**src/rtl/adc_acq_ctrl_pkg.sv**
```systemverilog
// Shared types and widths for the ADC acquisition sequencer.
package adc_acq_ctrl_pkg;

    localparam int CTRL_W  = 10;
    localparam int DF_W    = 16;
    localparam int DATA_W  = 32;
    localparam int ENTRY_W = DATA_W + 1;

    typedef enum logic [2:0] {
        ST_IDLE   = 3'd0,
        ST_PROG   = 3'd1,
        ST_SETTLE = 3'd2,
        ST_ACQ    = 3'd3,
        ST_DRAIN  = 3'd4,
        ST_DONE   = 3'd5
    } acq_state_e;

    // A downsampling factor of zero is meaningless to the ADC, so treat it as "no downsampling".
    function automatic logic [DF_W-1:0] effective_df(input logic [DF_W-1:0] df);
        return (df == '0) ? DF_W'(1) : df;
    endfunction

endpackage

```
**src/rtl/adc_sample_fifo.sv**
```systemverilog
// Synchronous first-word-fall-through FIFO. The head word is visible on dout whenever empty is low.
// Full is judged on the registered count, so a write into a full FIFO is dropped even if a
// read frees a slot in the same cycle.
module adc_sample_fifo #(
    parameter int WIDTH = 33,
    parameter int DEPTH = 16
) (
    input  logic             clk,
    input  logic             rst,
    input  logic             flush,
    input  logic             wr_en,
    input  logic [WIDTH-1:0] din,
    output logic             full,
    input  logic             rd_en,
    output logic [WIDTH-1:0] dout,
    output logic             empty
);

    localparam int AW = $clog2(DEPTH);

    logic [AW-1:0]    wr_ptr_q, wr_ptr_d;
    logic [AW-1:0]    rd_ptr_q, rd_ptr_d;
    logic [AW:0]      count_q, count_d;
    logic [WIDTH-1:0] mem_q [DEPTH];
    logic [WIDTH-1:0] mem_d [DEPTH];
    logic             do_wr;
    logic             do_rd;

    assign full  = (count_q == (AW+1)'(DEPTH));
    assign empty = (count_q == '0);
    assign dout  = mem_q[rd_ptr_q];
    assign do_wr = wr_en & ~full;
    assign do_rd = rd_en & ~empty;

    // Pointer and occupancy update; flush discards everything in one cycle.
    always_comb begin
        wr_ptr_d = wr_ptr_q;
        rd_ptr_d = rd_ptr_q;
        count_d  = count_q;
        if (flush) begin
            wr_ptr_d = '0;
            rd_ptr_d = '0;
            count_d  = '0;
        end else begin
            if (do_wr) wr_ptr_d = wr_ptr_q + AW'(1);
            if (do_rd) rd_ptr_d = rd_ptr_q + AW'(1);
            count_d = count_q + (AW+1)'(do_wr) - (AW+1)'(do_rd);
        end
    end

    // Storage write path; contents need no reset because empty masks them.
    always_comb begin
        mem_d = mem_q;
        if (do_wr && !flush) mem_d[wr_ptr_q] = din;
    end

    // Pointer and count registers.
    always_ff @(posedge clk) begin
        if (rst) begin
            wr_ptr_q <= '0;
            rd_ptr_q <= '0;
            count_q  <= '0;
        end else begin
            wr_ptr_q <= wr_ptr_d;
            rd_ptr_q <= rd_ptr_d;
            count_q  <= count_d;
        end
    end

    // Storage array register.
    always_ff @(posedge clk) begin
        mem_q <= mem_d;
    end

endmodule

```
**src/rtl/adc_acq_ctrl.sv**
```systemverilog
// Acquisition sequencer: programs the ADC, waits for it to settle, captures a fixed number of
// channel-A samples and streams them out through a small FWFT FIFO.
module adc_acq_ctrl
    import adc_acq_ctrl_pkg::*;
#(
    parameter int CFG_WAIT   = 256,
    parameter int FIFO_DEPTH = 16,
    parameter int CNT_W      = 24
) (
    input  logic              clk,
    input  logic              rst,
    input  logic              start,
    input  logic              abort,
    input  logic [CTRL_W-1:0] cfg_ctrlword,
    input  logic [DF_W-1:0]   cfg_df,
    input  logic [CNT_W-1:0]  cfg_nsamp,
    output logic              busy,
    output logic              done,
    output logic              ovf,
    output logic [CNT_W-1:0]  sample_cnt,
    output logic [CTRL_W-1:0] adc_ctrlword,
    output logic              adc_ldctrl,
    output logic [DF_W-1:0]   adc_df,
    output logic              adc_enable,
    input  logic [DATA_W-1:0] adc_douta,
    input  logic              adc_valida,
    output logic [DATA_W-1:0] m_data,
    output logic              m_valid,
    input  logic              m_ready,
    output logic              m_last
);

    localparam int TMR_W = $clog2(CFG_WAIT + 1);

    acq_state_e        state_q, state_d;
    logic [TMR_W-1:0]  timer_q, timer_d;
    logic [CTRL_W-1:0] ctrlword_q, ctrlword_d;
    logic [DF_W-1:0]   df_q, df_d;
    logic [CNT_W-1:0]  nsamp_q, nsamp_d;
    logic [CNT_W-1:0]  captured_q, captured_d;
    logic [CNT_W-1:0]  sample_cnt_q, sample_cnt_d;
    logic              ovf_q, ovf_d;
    logic              done_q, done_d;
    logic              ldctrl_q, ldctrl_d;
    logic              enable_q, enable_d;

    logic               is_last_strobe;
    logic               fifo_wr;
    logic               fifo_flush;
    logic               fifo_full;
    logic               fifo_empty;
    logic [ENTRY_W-1:0] fifo_dout;

    assign is_last_strobe = (captured_q == nsamp_q - CNT_W'(1));

    adc_sample_fifo #(
        .WIDTH (ENTRY_W),
        .DEPTH (FIFO_DEPTH)
    ) u_fifo (
        .clk   (clk),
        .rst   (rst),
        .flush (fifo_flush),
        .wr_en (fifo_wr),
        .din   ({is_last_strobe, adc_douta}),
        .full  (fifo_full),
        .rd_en (m_ready),
        .dout  (fifo_dout),
        .empty (fifo_empty)
    );

    assign busy         = (state_q != ST_IDLE);
    assign done         = done_q;
    assign ovf          = ovf_q;
    assign sample_cnt   = sample_cnt_q;
    assign adc_ctrlword = ctrlword_q;
    assign adc_ldctrl   = ldctrl_q;
    assign adc_df       = df_q;
    assign adc_enable   = enable_q;
    assign m_valid      = ~fifo_empty;
    assign m_data       = fifo_empty ? '0 : fifo_dout[DATA_W-1:0];
    assign m_last       = ~fifo_empty & fifo_dout[DATA_W];

    // Sequencer next-state, counters and registered ADC controls; abort overrides everything.
    always_comb begin
        state_d      = state_q;
        timer_d      = timer_q;
        ctrlword_d   = ctrlword_q;
        df_d         = df_q;
        nsamp_d      = nsamp_q;
        captured_d   = captured_q;
        sample_cnt_d = sample_cnt_q;
        ovf_d        = ovf_q;
        enable_d     = enable_q;
        done_d       = 1'b0;
        ldctrl_d     = 1'b0;
        fifo_wr      = 1'b0;
        fifo_flush   = 1'b0;

        case (state_q)
            ST_IDLE: begin
                if (start && !abort) begin
                    ctrlword_d   = cfg_ctrlword;
                    df_d         = effective_df(cfg_df);
                    nsamp_d      = cfg_nsamp;
                    ovf_d        = 1'b0;
                    sample_cnt_d = '0;
                    captured_d   = '0;
                    if (cfg_nsamp == '0) begin
                        state_d = ST_DONE;
                        done_d  = 1'b1;
                    end else begin
                        state_d  = ST_PROG;
                        ldctrl_d = 1'b1;
                    end
                end
            end
            ST_PROG: begin
                state_d = ST_SETTLE;
                timer_d = TMR_W'(CFG_WAIT - 1);
            end
            ST_SETTLE: begin
                if (timer_q == '0) begin
                    state_d  = ST_ACQ;
                    enable_d = 1'b1;
                end else begin
                    timer_d = timer_q - TMR_W'(1);
                end
            end
            ST_ACQ: begin
                if (adc_valida) begin
                    if (captured_q != nsamp_q) captured_d = captured_q + CNT_W'(1);
                    if (fifo_full) begin
                        ovf_d = 1'b1;
                    end else begin
                        fifo_wr = 1'b1;
                        if (sample_cnt_q != nsamp_q) sample_cnt_d = sample_cnt_q + CNT_W'(1);
                    end
                    if (is_last_strobe) begin
                        enable_d = 1'b0;
                        state_d  = ST_DRAIN;
                    end
                end
            end
            ST_DRAIN: begin
                if (fifo_empty) begin
                    state_d = ST_DONE;
                    done_d  = 1'b1;
                end
            end
            ST_DONE: begin
                state_d = ST_IDLE;
            end
            default: begin
                state_d = ST_IDLE;
            end
        endcase

        if (abort && state_q != ST_IDLE) begin
            state_d    = ST_IDLE;
            enable_d   = 1'b0;
            ldctrl_d   = 1'b0;
            done_d     = 1'b0;
            fifo_wr    = 1'b0;
            fifo_flush = 1'b1;
        end
    end

    // State, configuration and counter registers.
    always_ff @(posedge clk) begin
        if (rst) begin
            state_q      <= ST_IDLE;
            timer_q      <= '0;
            ctrlword_q   <= '0;
            df_q         <= '0;
            nsamp_q      <= '0;
            captured_q   <= '0;
            sample_cnt_q <= '0;
            ovf_q        <= 1'b0;
            done_q       <= 1'b0;
            ldctrl_q     <= 1'b0;
            enable_q     <= 1'b0;
        end else begin
            state_q      <= state_d;
            timer_q      <= timer_d;
            ctrlword_q   <= ctrlword_d;
            df_q         <= df_d;
            nsamp_q      <= nsamp_d;
            captured_q   <= captured_d;
            sample_cnt_q <= sample_cnt_d;
            ovf_q        <= ovf_d;
            done_q       <= done_d;
            ldctrl_q     <= ldctrl_d;
            enable_q     <= enable_d;
        end
    end

endmodule

```
**config.mk**
```make
export PLATFORM = sky130hd
export DESIGN_NAME = adc_acq_ctrl
export DESIGN_NICKNAME = d
export VERILOG_FILES = /design/src/rtl/adc_acq_ctrl_pkg.sv /design/src/rtl/adc_sample_fifo.sv /design/src/rtl/adc_acq_ctrl.sv
export SDC_FILE = /design/constraint.sdc
export NUM_CORES = 1
export LEC_CHECK = 0
export CAP_MARGIN = 20
export CORE_ASPECT_RATIO = 1.1
export CORE_MARGIN = 3
export CORE_UTILIZATION = 40
export CTS_CLUSTER_SIZE = 16
export DETAILED_ROUTE_END_ITERATION = 8
export PLACE_DENSITY_LB_ADDON = 0.08
export SETUP_SLACK_MARGIN = 0.02
export SYNTH_ARGS = -nofsm -noshare
export SYNTH_HDL_FRONTEND = slang
export SYNTH_SLANG_ARGS = --single-unit
```
**constraint.sdc**
```tcl
create_clock -name clk -period 4.7 [get_ports clk]
set_clock_uncertainty 0.1 [all_clocks]
set_input_delay 0.94 -clock clk [delete_from_list [all_inputs] [get_ports clk]]
set_output_delay 0.94 -clock clk [all_outputs]
set_load 0.005 [all_outputs]
```
==> results.toml, run 1 <==
[worst_hold_path]
min_path_type = "reg2reg"
min_path_cells = 2
min_to = "adc_ctrlword[3]"
hp-start = "adc_ctrlword[3]"

[logic_synthesis]
synth.ff_latch_count = 655
syn_nets = 1816
synth_edf_count = 528
synth_area_mm2 = 0.0271
ys.flop_type = "edfxtp_1"
synth.top_cell.area_share_pct = 58.4
synth_area_leaders = "edfxtp_1 58%, mux4_2 14%, dfxtp_1 9.4%, nand2_1 2.2%, xnor2_1 1.6%"
yosysSeqAreaShare_pct = 67.8
synth_most_common_cell = "edfxtp_1"
synthArstFlopShare_pct = 0
synth.distinct_cells = 63
netlist_instances = 1712
avgSynthCellArea_um2 = 15.9
synthTopCellsByCount = "528 x edfxtp_1, 165 x mux4_2, 156 x nand2_1"
ys_warn_count = 0
yosysTopAreaCell = "edfxtp_1"

[setup_path]
crit_type = "reg2out"
cpMaxStageDelayCell = "mux4_2"
reg2reg_depth = 10
r2r_slack_ns = 0.90
max_stage_delay_ns = 0.53
path_cells = "buf_12 -> buf_4 -> mux4_2 -> mux4_2 -> and2_1 -> clkdlybuf4s50_1"
cpMostUsedCell = "mux4_2"
r2r-end = "u_fifo.mem_q[494]"
critPathRequiredTime_ns = 3.66
worstPathMaxFanout = 34
start_kind = "register"
cp-end-kind = "output pin"
arrival_ns = 3.34
reg2reg_from = "nsamp_q[0]"

[route]
met3_length_um = 4030
drcViolationCount = 0
wl_um = 70200
dr_total_vias = 15682
top_layer_used = "met4"
drtIter0Drc = 1172
via_per_inst = 5.55
routed-wl-met2_um = 34600
dr.pass1.iters = 5
wl_per_cell_um = 24.8
drtAntennaViolNets = 0
wl_met1_um = 30100

[pwr]
p_int_mw = 10.9
pwr-share-seq_pct = 44.5
power_density_mw_per_mm2 = 444
p_clk_share_pct = 37.5
combPwrFrac_pct = 18.0
ir_drop_mv = 0.298
power.share.switching_pct = 24.8
switchingPower_mw = 3.59
p_leak_nw = 10.5

[timing]
finalCriticalPeriod_ns = 4.38
rsz0062_at_grt = "no"
tns_ns = 0
report.final.slew_viol_count = 0
worst_slack_ns = 0.315
tightestPinTransition_ns = 1.03
slew_headroom_pct = 31.1
setup-violations-final = 0
period_share_pct = 93.3
fmax_ghz = 0.228
hold_viol_final = 0

[cts]
cts_tree = "done"
cts-root-buf = "clkbuf_16"
cts_buffer_depth = 3
holdBufCountCts = 0
clock_latency_ns = 0.60
cts.htree.levels = 3
clk_pin_slew_ns = 0.06
ctsResizeCount = 0
cts_setup_buffers = 0
numCtsBuffers = 72
clock-sinks = 655

[global_routing]
grt_start_max_net_pins = 62
grt_pass1_wl_um = 105000
antenna_found_initial = 5
grtUsageTotal_pct = 20.0
grt_pass1_vias = 16262
overflow = 0

[layout]
area_growth_pct = 20.0
post-route-util_pct = 48.8
n_fill_cell = 5628
drive_gt1_share_pct = 18.7
nNetsFinal = 2015
fin_area_mm2 = 0.0326

[die]
die_w_um = 254
dieArea_mm2 = 0.0710
start_util_pct = 40.7
die_y_um = 279
core-area_mm2 = 0.0668
pin_count = 177
core.rowCount = 99

[run]
maxCapViolations = 0

[placement]
gp_congestion = 0.891
postPlaceCellArea_mm2 = 0.0303
dp_hpwl_um = 41900
numPortBuffers = 176
pre_cts_slack_ns = 0.686

[status]
run_status = "completed"
## power groups by stage
stage | logic, mW | clock network (mW) | registers (mW)
floorplan | 1.66 | 0 | 6.47
global placement | 2.66 | 0 | 6.55
detailed placement | 2.67 | 0 | 6.56
CTS | 2.68 | 5.59 | 6.43
global route | 2.85 | 5.82 | 6.44
finish | 2.61 | 5.41 | 6.43
## worst max path at each step
stage                            start                end
finish              u_fifo.rd_ptr_q[0]         m_data[28]
global route        u_fifo.rd_ptr_q[0]         m_data[24]
CTS                 u_fifo.rd_ptr_q[0]         m_data[28]
detailed placement               abort      sample_cnt[6]
global placement                 abort      sample_cnt[6]
floorplan                        abort  u_fifo.mem_q[396]
## through the flow
stage,hold slack (ns),power (mW),cells
after floorplan,0.353,8.13,1712
after CTS,0.353,14.7,2822
after global placement,0.343,9.21,2694
after detailed placement,0.345,9.23,2694
final,0.352,14.5,2826
after global routing,0.369,15.1,2824
## metal layers
layer	global-route usage, %	vias up
met5	0	-
met4	5.22	0
met3	3.26	112
met2	33.5	447
met1	27.3	8066
li1	-	7057
## area by class of cell
cell class | count | area [um^2] | area share [%]
diodes | 3 | 7.51 | 0.0230
clock buffers | 92 | 1950 | 5.99
clock inverters | 36 | 319 | 0.979
inverters | 30 | 113 | 0.346
multi-input cells | 922 | 8350 | 25.6
flip-flops and latches | 655 | 18400 | 56.5
well taps | 858 | 1070 | 3.29
repair buffers | 230 | 2360 | 7.25
## worst max-delay path, delay by kind of cell, from the launching register on
| family | cells | cell delay [ns] |
|---|---|---|
| buffers and inverters | 3 | 1.04 |
| DFF | 1 | 0.49 |
| muxes | 2 | 0.98 |
| and+or+nand+nor | 1 | 0.19 |
## flip-flops by register name, summed over array words and instances, names as in the netlist
register         count
u_fifo.mem_q       528
captured_q          24
nsamp_q             24
sample_cnt          24
adc_df              16
adc_ctrlword        10
timer_q              9
u_fifo.count_q       5
u_fifo.rd_ptr_q      4
u_fifo.wr_ptr_q      4
state_q              3
adc_enable           1
adc_ldctrl           1
done                 1
ovf                  1
## cells in the final DEF (no fill, tap or decap), types with 20 or more instances in the layout
cell and n:
and2_1 38, nand2_1 155, dfxtp_1 123, clkbuf_16 75, a21oi_1 83, nand4_1 20
edfxtp_1 528, xor2_1 46, mux4_2 165, nor2_1 91, xnor2_1 51, nor4_1 30
nand3_1 22, inv_1 30, clkdlybuf4s50_1 175, buf_4 38, nor3_1 25
## cells by family after synthesis
logic type	synth area share, %
DFF	67.8
and+or+nand+nor	8.68
muxes	13.9
AOI/OAI and AO/OA	3.81
buffers and inverters	1.93
xor gates and xnor gates	3.13
adders and majority gates	0.765
No activity file was read; power rests on OpenSTA's default activity.
==> inputs of run 2 (changes only) <==
Settings changed: CELL_PAD_IN_SITES_DETAIL_PLACEMENT set to 0, CELL_PAD_IN_SITES_GLOBAL_PLACEMENT set to 1.
==> run 2 against run 1 <==
Maximum frequency increased by 3.2%. Global-route usage is 0.46 points lower. Critical path depth down 1. Combinational power hardly changed. Routed wire length decreased by 1.8%. Largest cell class unchanged. Largest power group unchanged. Highest routed layer is now met5.
==> results.toml, run 2 (synthesis results as in run 1) <==
[status]
run_status = "completed"

[route]
dr_total_vias = 15613
drtIter0Drc = 1082
wl_um = 68900
wl_per_cell_um = 24.4
drcViolationCount = 0
dr.pass1.iters = 5
via_per_inst = 5.54
drtAntennaViolNets = 0

[cts]
cts_setup_buffers = 0
cts-root-buf = "clkbuf_16"
clock-sinks = 655
cts_tree = "done"
cts_buffer_depth = 3
clk_pin_slew_ns = 0.06
ctsResizeCount = 0
holdBufCountCts = 0
cts.htree.levels = 3
clock_latency_ns = 0.61
numCtsBuffers = 71

[die]
dieArea_mm2 = 0.0710
die_w_um = 254
start_util_pct = 40.7
core.rowCount = 99
pin_count = 177
die_y_um = 279
core-area_mm2 = 0.0668

[layout]
drive_gt1_share_pct = 17.8
final_common_cell = "edfxtp_1"
top_register = "u_fifo.mem_q"
nNetsFinal = 2006
fin_cells = 2817
mostFrequentLayoutCells = "528 x edfxtp_1, 175 x clkdlybuf4s50_1, 165 x mux4_2"
largest_register_ffs = 528
antenna_cells = 0
area_growth_pct = 19.9

[global_routing]
grt_pass1_vias = 15879
grt_pass1_wl_um = 103000
antenna_found_initial = 3
overflow = 0
grtUsageTotal_pct = 19.5
grt_start_max_net_pins = 70

[timing]
finalCriticalPeriod_ns = 4.25
rsz0062_at_grt = "no"
report.final.slew_viol_count = 0
tns_ns = 0
fmax_ghz = 0.235
setup-violations-final = 0
period_share_pct = 90.4
hold_viol_final = 0
tightestPinTransition_ns = 0.868
slew_headroom_pct = 42.1

[setup_path]
critPathRequiredTime_ns = 3.66
start_kind = "register"
crit_type = "reg2out"
arrival_ns = 3.21
cp-end-kind = "output pin"
worstPathMaxFanout = 64

[placement]
numPortBuffers = 176
dp_hpwl_um = 40900
gp_congestion = 0.808
place_inst = 2687

[pwr]
ir_drop_mv = 0.338
power_density_mw_per_mm2 = 445
p_leak_nw = 10.4

[run]
maxCapViolations = 0

[worst_hold_path]
min_path_type = "reg2reg"
[run 2: path summary, 6_finish.rpt]
kind                                         start                end  slack, ns  depth (start not counted)
worst max register to register          nsamp_q[1]  u_fifo.mem_q[197]       1.00                          9
worst max-delay path            u_fifo.rd_ptr_q[0]             m_last       0.45                          5
worst min-delay path                     adc_df[7]          adc_df[7]       0.35                          2
worst min register to register           adc_df[7]          adc_df[7]       0.35                          2
[run 2: final cells by class]
| cell class | instances | area (um^2) |
|---|---|---|
| Fill cell | 5684 | 34200 |
| Sequential cell | 655 | 18400 |
| Multi-Input combinational cell | 922 | 8350 |
| Timing Repair Buffer | 222 | 2290 |
| Clock buffer | 90 | 1910 |
| Tap cell | 858 | 1070 |
| Clock inverter | 40 | 392 |
| Inverter | 30 | 113 |
[run 2: through the flow]
| step | instance area, um^2 | worst slack, ns | power (mW) | utilization (%) | hold slack, ns |
|---|---|---|---|---|---|
| 4_1_cts | 32500 | 0.360 | 14.7 | 48.7 | 0.354 |
| 3_3_place_gp | 30200 | 0.921 | 9.18 | 45.3 | 0.341 |
| 5_1_grt | 32500 | 0.281 | 15.1 | 48.7 | 0.374 |
| 3_5_place_dp | 30200 | 0.905 | 9.18 | 45.3 | 0.346 |
| 2_1_floorplan | 27100 | 0.364 | 8.13 | - | 0.353 |
| 6_report | 32500 | 0.449 | 14.5 | 48.7 | 0.351 |
[run 2: layer usage]
layer  part of all wire [%]  track usage, %
met1                     42            25.7
met2                     51            33.7
met3                    4.5            3.07
met4                    2.0            5.50
met5                  0.049               0
[run 2: worst max-delay path, stage by stage, from the launching register on]
cell,delay [ns]
dfxtp_4,0.38
buf_12,0.42
mux4_2,0.59
mux4_2,0.47
and2_1,0.23
clkdlybuf4s50_1,0.47
[run 2: power breakdown]
group	switching (mW)	internal, mW
clock	2.26	3.23
sequential	0.0870	6.32
combinational	1.20	1.39
==> inputs of run 3 (changes only) <==
Settings changed: DONT_BUFFER_PORTS set to 1.
==> run 3 against run 2 <==
Combinational power decreased by 20%. Global-route usage fell by 0.24 points. Largest power group unchanged. Die area did not move. Critical path type unchanged. Critical endpoint is now m_data[17].
==> results.toml, run 3 (synthesis results as in run 1) <==
[timing]
tightestPinTransition_ns = 1.02
fmax_ghz = 0.249
rsz0062_at_grt = "no"
hold_viol_final = 0
period_share_pct = 85.4
finalCriticalPeriod_ns = 4.01
slew_headroom_pct = 31.2
setup-violations-final = 0
report.final.slew_viol_count = 0
tns_ns = 0

[pwr]
ir_drop_mv = 0.270
power_density_mw_per_mm2 = 458
p_leak_nw = 9.75

[route]
drtAntennaViolNets = 0
dr_total_vias = 14812
via_per_inst = 5.60
wl_um = 67500
wl_per_cell_um = 25.5
drcViolationCount = 0
drtIter0Drc = 1043
dr.pass1.iters = 5

[placement]
dp_hpwl_um = 42600
gp_congestion = 0.835
numPortBuffers = 0

[layout]
drive_gt1_share_pct = 19.8
mostFrequentLayoutCells = "528 x edfxtp_1, 165 x mux4_2, 155 x nand2_1"
largest_register_ffs = 528
top_register = "u_fifo.mem_q"
post-route-util_pct = 45.9
antenna_cells = 0
final_common_cell = "edfxtp_1"
area_growth_pct = 13.0
nNetsFinal = 1834

[setup_path]
cp-end-kind = "output pin"
crit_type = "reg2out"
cpMostUsedCell = "mux4_2"
start_kind = "register"
worstPathMaxFanout = 40
crit_buf_inv = 1
critical_path.top_delay_family = "multiplexers"
path_cells = "buf_12 -> mux4_2 -> mux4_2 -> and2_1"
cpMaxStageDelayCell = "dfxtp_4"
critPathRequiredTime_ns = 3.66
max_stage_delay_ns = 0.68
arrival_ns = 2.97

[die]
die_y_um = 279
core-area_mm2 = 0.0668
dieArea_mm2 = 0.0710
start_util_pct = 40.7
pin_count = 177
die_w_um = 254
core.rowCount = 99

[cts]
cts_buffer_depth = 3
clk_pin_slew_ns = 0.06
ctsResizeCount = 0
cts-root-buf = "clkbuf_16"
cts_setup_buffers = 0
cts.htree.levels = 3
numCtsBuffers = 72
clock-sinks = 655
clock_latency_ns = 0.60
holdBufCountCts = 0
cts_tree = "done"

[global_routing]
grt_start_max_net_pins = 71
antenna_found_initial = 4
grt_pass1_wl_um = 102000
grt_pass1_vias = 15444
grt_busiest_layer = "met2"
met2_usage_pct = 33.1
grt_use_met3_pct = 3.95
grtUsageTotal_pct = 19.3
overflow = 0
grt_util_met1_pct = 25.0

[run]
maxCapViolations = 0

[status]
run_status = "completed"

[worst_hold_path]
min_path_type = "in2reg"
-- run 3: per-layer routing --
layer,vias to the layer above,share of wire (%)
li1,6672,-
met1,7693,42
met2,357,50
met3,90,5.5
met4,0,2.0
met5,-,0
-- run 3: power by group --
| group | internal (mW) | total, mW | switching, mW |
|---|---|---|---|
| combinational | 1.06 | 2.06 | 1.00 |
| clock | 3.21 | 5.51 | 2.29 |
| sequential | 6.32 | 6.47 | 0.155 |
| total | 10.6 | 14.0 | 3.45 |
-- run 3: final timing paths --
kind / start / to / slack (ns) / cells past startpoint
setup reg to reg: state_q[0] / u_fifo.mem_q[274] / 1.02 / 7
hold reg to reg: adc_df[2] / adc_df[2] / 0.37 / 2
hold / removal: rst / adc_df[3] / 0.31 / 1
setup / recovery: u_fifo.rd_ptr_q[0] / m_data[17] / 0.69 / 4
-- run 3: cell type report --
type	count	area, um^2
fill	5829	36100
tap	858	1070
clock inverter	38	389
sequential	655	18400
multi-input combinational	922	8350
timing repair buffer	49	443
clock buffer	91	1900
inverter	30	113
-- run 3: metrics by stage --
step	setup slack [ns]	area [um^2]	hold slack [ns]	total power [mW]	std cells
2_1_floorplan	0.364	27100	0.353	8.13	1712
3_3_place_gp	1.04	28400	0.358	8.72	2514
3_5_place_dp	0.928	28400	0.361	8.72	2514
4_1_cts	0.580	30700	0.266	14.3	2643
5_1_grt	0.496	30700	0.280	14.7	2643
6_report	0.688	30700	0.312	14.0	2643
